## src/rtl/rsa_vec_seq.sv

```systemverilog
// Self-test sequencer for an RSA modexp core: sweeps a fixed 4-vector table,
// checks each result and reports pass/fail counts and a sweep verdict.
module rsa_vec_seq #(
  parameter int TIMEOUT = 4096
) (
  input  logic        clk,
  input  logic        rst,
  input  logic        run,
  input  logic        rsa_end,
  input  logic [31:0] r,
  output logic        md_start,
  output logic [31:0] base,
  output logic [31:0] exp,
  output logic [31:0] modulus,
  output logic        busy,
  output logic        done,
  output logic [2:0]  pass_cnt,
  output logic [2:0]  fail_cnt,
  output logic [1:0]  first_fail,
  output logic        first_fail_vld,
  output logic        good,
  output logic        bad
);

  localparam int TW = $clog2(TIMEOUT + 1);

  // Packed tables: element [i] is vector Vi.
  localparam logic [3:0][31:0] T_BASE = {32'd5, 32'd3, 32'd2,    32'd52525252};
  localparam logic [3:0][31:0] T_EXP  = {32'd0, 32'd5, 32'd10,   32'd17};
  localparam logic [3:0][31:0] T_MOD  = {32'd13, 32'd7, 32'd1000, 32'd128255609};
  localparam logic [3:0][31:0] T_RES  = {32'd1, 32'd5, 32'd24,   32'd8243011};

  typedef enum logic [2:0] {
    S_IDLE, S_LOAD, S_START, S_WAIT, S_CHECK, S_NEXT, S_DONE
  } state_t;

  state_t      r_state;
  logic [1:0]  r_idx;
  logic [TW-1:0] r_tmo;
  logic [31:0] r_res;
  logic        r_md_start, r_busy, r_done, r_good, r_bad, r_ff_vld;
  logic [31:0] r_base, r_exp, r_mod;
  logic [2:0]  r_pass, r_fail;
  logic [1:0]  r_ff;
  logic [1:0]  w_idx_nxt;

  assign w_idx_nxt = r_idx + 2'd1;

  always_ff @(posedge clk or posedge rst) begin
    if (rst) begin
      r_state    <= S_IDLE;
      r_idx      <= '0;
      r_tmo      <= '0;
      r_res      <= '0;
      r_md_start <= 1'b0;
      r_busy     <= 1'b0;
      r_done     <= 1'b0;
      r_good     <= 1'b0;
      r_bad      <= 1'b0;
      r_base     <= '0;
      r_exp      <= '0;
      r_mod      <= '0;
      r_pass     <= '0;
      r_fail     <= '0;
      r_ff       <= '0;
      r_ff_vld   <= 1'b0;
    end else begin
      case (r_state)
        S_IDLE, S_DONE: begin
          if (run) begin
            r_idx    <= '0;
            r_pass   <= '0;
            r_fail   <= '0;
            r_ff     <= '0;
            r_ff_vld <= 1'b0;
            r_good   <= 1'b0;
            r_bad    <= 1'b0;
            r_done   <= 1'b0;
            r_busy   <= 1'b1;
            r_base   <= T_BASE[0];
            r_exp    <= T_EXP[0];
            r_mod    <= T_MOD[0];
            r_state  <= S_LOAD;
          end
        end
        S_LOAD: begin
          r_md_start <= 1'b1;
          r_state    <= S_START;
        end
        S_START: begin
          r_md_start <= 1'b0;
          r_tmo      <= '0;
          r_state    <= S_WAIT;
        end
        S_WAIT: begin
          // A completion on the expiry cycle still counts as a response.
          if (rsa_end) begin
            r_res   <= r;
            r_state <= S_CHECK;
          end else if (r_tmo == TW'(TIMEOUT - 1)) begin
            r_tmo  <= r_tmo + 1'b1;
            r_fail <= r_fail + 3'd1;
            if (!r_ff_vld) begin
              r_ff     <= r_idx;
              r_ff_vld <= 1'b1;
            end
            r_state <= S_NEXT;
          end else begin
            r_tmo <= r_tmo + 1'b1;
          end
        end
        S_CHECK: begin
          if (r_res == T_RES[r_idx]) begin
            r_pass <= r_pass + 3'd1;
          end else begin
            r_fail <= r_fail + 3'd1;
            if (!r_ff_vld) begin
              r_ff     <= r_idx;
              r_ff_vld <= 1'b1;
            end
          end
          r_state <= S_NEXT;
        end
        S_NEXT: begin
          if (r_idx == 2'd3) begin
            r_done  <= 1'b1;
            r_busy  <= 1'b0;
            r_good  <= (r_fail == 3'd0);
            r_bad   <= (r_fail != 3'd0);
            r_state <= S_DONE;
          end else begin
            r_idx   <= w_idx_nxt;
            r_base  <= T_BASE[w_idx_nxt];
            r_exp   <= T_EXP[w_idx_nxt];
            r_mod   <= T_MOD[w_idx_nxt];
            r_state <= S_LOAD;
          end
        end
        default: r_state <= S_IDLE;
      endcase
    end
  end

  assign md_start       = r_md_start;
  assign base           = r_base;
  assign exp            = r_exp;
  assign modulus        = r_mod;
  assign busy           = r_busy;
  assign done           = r_done;
  assign pass_cnt       = r_pass;
  assign fail_cnt       = r_fail;
  assign first_fail     = r_ff;
  assign first_fail_vld = r_ff_vld;
  assign good           = r_good;
  assign bad            = r_bad;

endmodule
```

## config.mk

```make
export PLATFORM = sky130hd
export DESIGN_NAME = rsa_vec_seq
export DESIGN_NICKNAME = d
export VERILOG_FILES = /design/src/rtl/rsa_vec_seq.sv
export SDC_FILE = /design/constraint.sdc
export NUM_CORES = 1
export LEC_CHECK = 0
export CORE_MARGIN = 3
export CORE_UTILIZATION = 46
export DETAILED_ROUTE_END_ITERATION = 12
export HOLD_SLACK_MARGIN = 0.02
export PLACE_DENSITY_LB_ADDON = 0.2
export SYNTH_ARGS = -nofsm -noshare
export SYNTH_HDL_FRONTEND = slang
export SYNTH_SLANG_ARGS = --single-unit
```

## constraint.sdc

```tcl
create_clock -name clk -period 3.79 [get_ports clk]
set_clock_uncertainty 0.05 [all_clocks]
set_input_delay 1.137 -clock clk [delete_from_list [all_inputs] [get_ports clk]]
set_output_delay 1.137 -clock clk [all_outputs]
set_load 0.03 [all_outputs]
```

==> Yosys cells after proc, flatten, opt, wreduce, memory -nomap -nowiden <==
Cells that the tools add are included.
{ "word_totals": {"regBits": 160, "word_cells": 109} }
{ "op_classes": {"add_sub_neg": 4, "order_cmp": 2, "n_eq_ne": 17, "muxes": 54, "n_reduce_logical": 16} }
{ "ops": {"columns": ["operator", "count"], "rows": [
  ["$mux 32", 10],
  ["$bmux 32 s2", 4],
  ["$pmux 32 s2", 3],
  ["$eq 32x32->1", 1],
  ["$mux 3", 9],
  ["$pmux 13 s2", 1],
  ["$pmux 3 s6", 1],
  ["$ne 2x2->1 const B", 7],
  ["$add 13x1->13 const B", 1],
  ["$eq 13x12->1 const B", 1],
  ["$mux 13", 1],
  ["$mux 2", 6],
  ["$pmux 1 s2", 5],
  ["$eq 3x3->1 const B", 3],
  ["$mux 1", 9],
  ["$pmux 3 s3", 1],
  ["$reduce_and 3->1", 3],
  ["$reduce_bool 2->1", 4],
  ["$add 3x1->3 const B", 2],
  ["$eq 3x2->1 const B", 2],
  ["$logic_not 3->1", 2],
  ["$lt 2x3->1 const B", 2],
  ["$pmux 2 s3", 1],
  ["$pmux 3 s2", 1],
  ["10 further kinds", 13]
]} }

==> Longest topological paths before layout <==
{ "logic_depth": {"depth_word": 5, "depth_mapped": 7, "mapped_depth_nobuf": 7} }

==> Worst setup path after synthesis <==
OpenSTA, ideal clock, no wires.
{ "synth_timing": {"path_kind": "in2reg", "from": "input port rsa_end", "to": "register r_fail[1], in the netlist fail_cnt[1]", "setup_time_ns": 0.079, "t_arrival_ns": 2.363, "t_required_ns": 3.661, "path_slack_ns": 1.298, "stages": 5, "path_buffers": 1, "path_cell_list": "and4bb_1 > clkbuf_1 > a2bb2oi_1 > o21a_1 > mux2i_1"} }
{ "synth_between": {"elab_chain_len": 2} }
{ "synth_lines": {"columns": ["item", "line_no", "rtl"], "rows": [
  ["start, declared", "9", "input logic rsa_end,"],
  ["$ne 2x2->1 (no line)", null, null],
  ["$reduce_and 5->1 (no line)", null, null],
  ["end signal, assigned", "102", "r_fail <= r_fail + 3'd1;"],
  ["end signal, assigned", "116", "r_fail <= r_fail + 3'd1;"],
  ["end, declared", "43", "logic [2:0] r_pass, r_fail;"]
]} }
No other way between the ends.
A chain may end at the register's enable or synchronous reset.

==> results.md <==
- Final number of hold-violating endpoints: 0
- Area occupied by multi-input gates: 1760 um^2
- FP Rows: 33
- Antenna cell count: 0
- Ys Warns: 0
- Maximum clock rate: 337 MHz
- Synth Area in Compound Gates: 0.0890
- Global route overflow: 0
- Nature of the critical path startpoint: flip-flop
- Maximum number of pins on one net before global-route repair: 33
- Core ar.: 8420 um^2
- Clock Path Buffers: 2
- Layout cells sized above 1: 0.138
- Crit path from: base[24]
- Asr flop ratio synth: 1.00
- IR drop worst, VDD: about 0.38 mV
- Clock-pin slew on the worst setup and hold paths: approximately 0.070 ns
- Synthesized area: just over 4000 um^2
- Slew @ Worst Pin: 0.670 ns
- Worst path max stage delay: about 0.8 ns
- Synth area leader: dfrtp_1
- Status: complete, no violations
- Hold-fix buffers, CTS: 0
- Sequential fraction of the synthesis area: 0.445
- Post-CTS sizing: 0
- #FFs+latches synth: between 70 and 80
- Slew Viols, Final: 0
- Final antenna-violating net count: 0
- Primary FF master, synth: dfrtp_1
- Power Total: between 3000 and 4000 uW
- Number of synthesized flops with an enable pin: 0
- Hold Startpoint: base[1]
- H-tree depth: 3
- Port Buf Inserts: 85
- Final period util: 0.784
- HP Class: reg -> reg
- TritonRoute pass-1 iters: 5
- Worst skew pair latency: roughly 0.33 ns
- CP max FO: 21
- Share of the synthesized area in the top cell type: 0.445
- Ranking of synthesized cells by area: dfrtp_1 (44%), buf_4 (16%), mux2_2 (9.3%)
- Via density: ~5.0
- Non-filler cells, final: approximately 560
- Placed Area: 4640 um^2
- Adder-Cell Fraction of Synth Area: 0.0335
- Post-Syn Area per Cell: between 10 and 15 um^2
- Drt total wl: a little under 8000 um
- Initial antenna violation count: 0
- 1st-iter DRT viols: 164
- Slowest-stage cell, CP: clkdlybuf4s50_1
- Distinct cell type count after synthesis: 49
- Num CTS Buffers: 9
- Setup TNS: 0 ns
- Post-DP HPWL: approximately 6000 um
- Crit-path cells: clkdlybuf4s50_1
- Final hold slack: roughly 0.43 ns
- DP Cell Count: 547
- Mux contribution to synthesized area: 0.101
- RePlAce Congestion: 0.827
- Vias in the first global route: around 2.5k
- Chip height: 100 um
- Slew margin rel.: 0.553
- Final min period: 2.97 ns
- Synthesized instance count: between 300 and 400
- Post-Synth Simple-Gate Area: 0.124
- Setup Crit Path Kind: reg -> out
- Die Wd: 100 um
- # DRC: 0
- MaxCap Viol Count: 0
- PD cells: ~800 nW/um^2
- # fillers: between 700 and 800
- Avg WL per Cell: between 10 and 15 um
- XOR/XNOR Fraction of Synth Area: 0.0256
- Crit path capture type: output pin
- Delay-heaviest family, CP: buffers and inverters
- First-pass GRT wire length: roughly 12000 um
- Largest family of logic cells by synthesized area: buffers and inverters
- Final #Nets: 500
- Final non-filler cell area: approximately 5000 um^2
- Total number of vias: between 2k and 3k
- Leak pwr: roughly 0.0022 uW
- # clock sinks: 73
- CTS tree: yes
- Unrepaired setup endpoints after global routing: no
- Required @ worst endpoint: 2.60 ns
- Post-CTS setup buffers: 0
- Area grow syn2layout: 19.3%
- Crit path arrival time: 1.78 ns
- Root Buffer: clkbuf_8
- DIE AREA: 10100 um^2
- GRT Total Usage: 0.154
- Setup Viol. Count Final: 0
- Worst Path Buf+Inv: 1
- Reg2Reg Launch Point: base[0]
- Register Area: between 1500 and 2000 um^2
- Initial core utilization: 0.488
- Num ports: 146
registers in the layout, indices dropped and copies added, names as in the netlist:
register and cells:
busy 1, base 4, r_res 32, r_idx 1, first_fail_vld 1, pass_cnt 3, bad 1, good 1
r_state 3, md_start 1, exp 3, r_tmo 13, fail_cnt 3, done 1, first_fail 2, modulus 3
power by group:
group	total [uW]	leakage [uW]	internal [uW]	switching, uW
clock network	790	0.000130	502	288
logic	1730	0.00114	751	980
registers	1330	0.000903	1060	266
total	3850	0.00217	2310	1530
final timing paths:
check / cells after the start / slack [ns] / end
max: 1 / 0.82 / modulus[16]
min: 2 / 0.43 / base[1]
max reg2reg: 7 / 1.16 / fail_cnt[0]
min reg2reg: 2 / 0.43 / base[1]
max in group asynchronous: 3 / 1.77 / r_res[5]
min in group asynchronous: 2 / 1.16 / pass_cnt[1]
cell usage after synthesis (all sizes together) (2+ instances only):
cell type	instances
a21oi	12
a31oi	4
and3	4
buf	92
clkbuf	6
dfrtp	73
ha	11
inv	12
mux2	34
mux2i	3
nand2	27
nand3	6
nand3b	2
nand4	10
nor2	21
nor3	4
nor4	3
o2111ai	2
o211ai	4
o21a	4
o21ai	12
o221ai	2
o2bb2ai	3
or3	4
or4	7
xnor2	3
xor2	9
metrics by stage:
stage | setup slack (ns) | utilization
3_3_place_gp | 0.598 | 0.551
4_1_cts | 0.747 | 0.581
2_1_floorplan | 0.750 | -
6_report | 0.818 | 0.581
3_5_place_dp | 0.524 | 0.551
5_1_grt | 0.683 | 0.581
cell usage in the layout, fill, tap and decap left out, drive strengths merged, types with 2 or more instances in the layout:
cell type	instances
a21oi	12
a31oi	4
and3	4
buf	4
bufinv	4
clkbuf	10
clkdlybuf4s50	85
clkinv	2
conb	60
dfrtp	73
ha	11
inv	12
mux2	34
mux2i	3
nand2	27
nand3	6
nand3b	2
nand4	10
nor2	21
nor3	4
nor4	3
o2111ai	2
o211ai	4
o21a	4
o21ai	12
o221ai	2
o2bb2ai	3
or3	4
or4	7
xnor2	3
xor2	9
per-layer routing:
metal	wire (um)	track usage
met1	3360	0.208
met2	3770	0.243
met3	679	0.0367
met4	55	0.0591
met5	0	0
cells by family after synthesis:
| group | after synthesis |
|---|---|
| flops | 73 |
| other cells | 1 |
| mux | 37 |
| xor+xnor | 12 |
| compound gates | 53 |
| simple gates | 95 |
| buf+inv | 110 |
| fa+ha+maj | 11 |
area by class of cell:
type | count | area share
repair buffers | 89 | 0.180
clock buffers | 10 | 0.0261
clock inverters | 6 | 0.0266
multi-input cells | 268 | 0.358
well taps | 105 | 0.0268
inverters | 12 | 0.00920
flip-flops and latches | 73 | 0.373
Note: power is estimated with default switching activity, not from simulation.
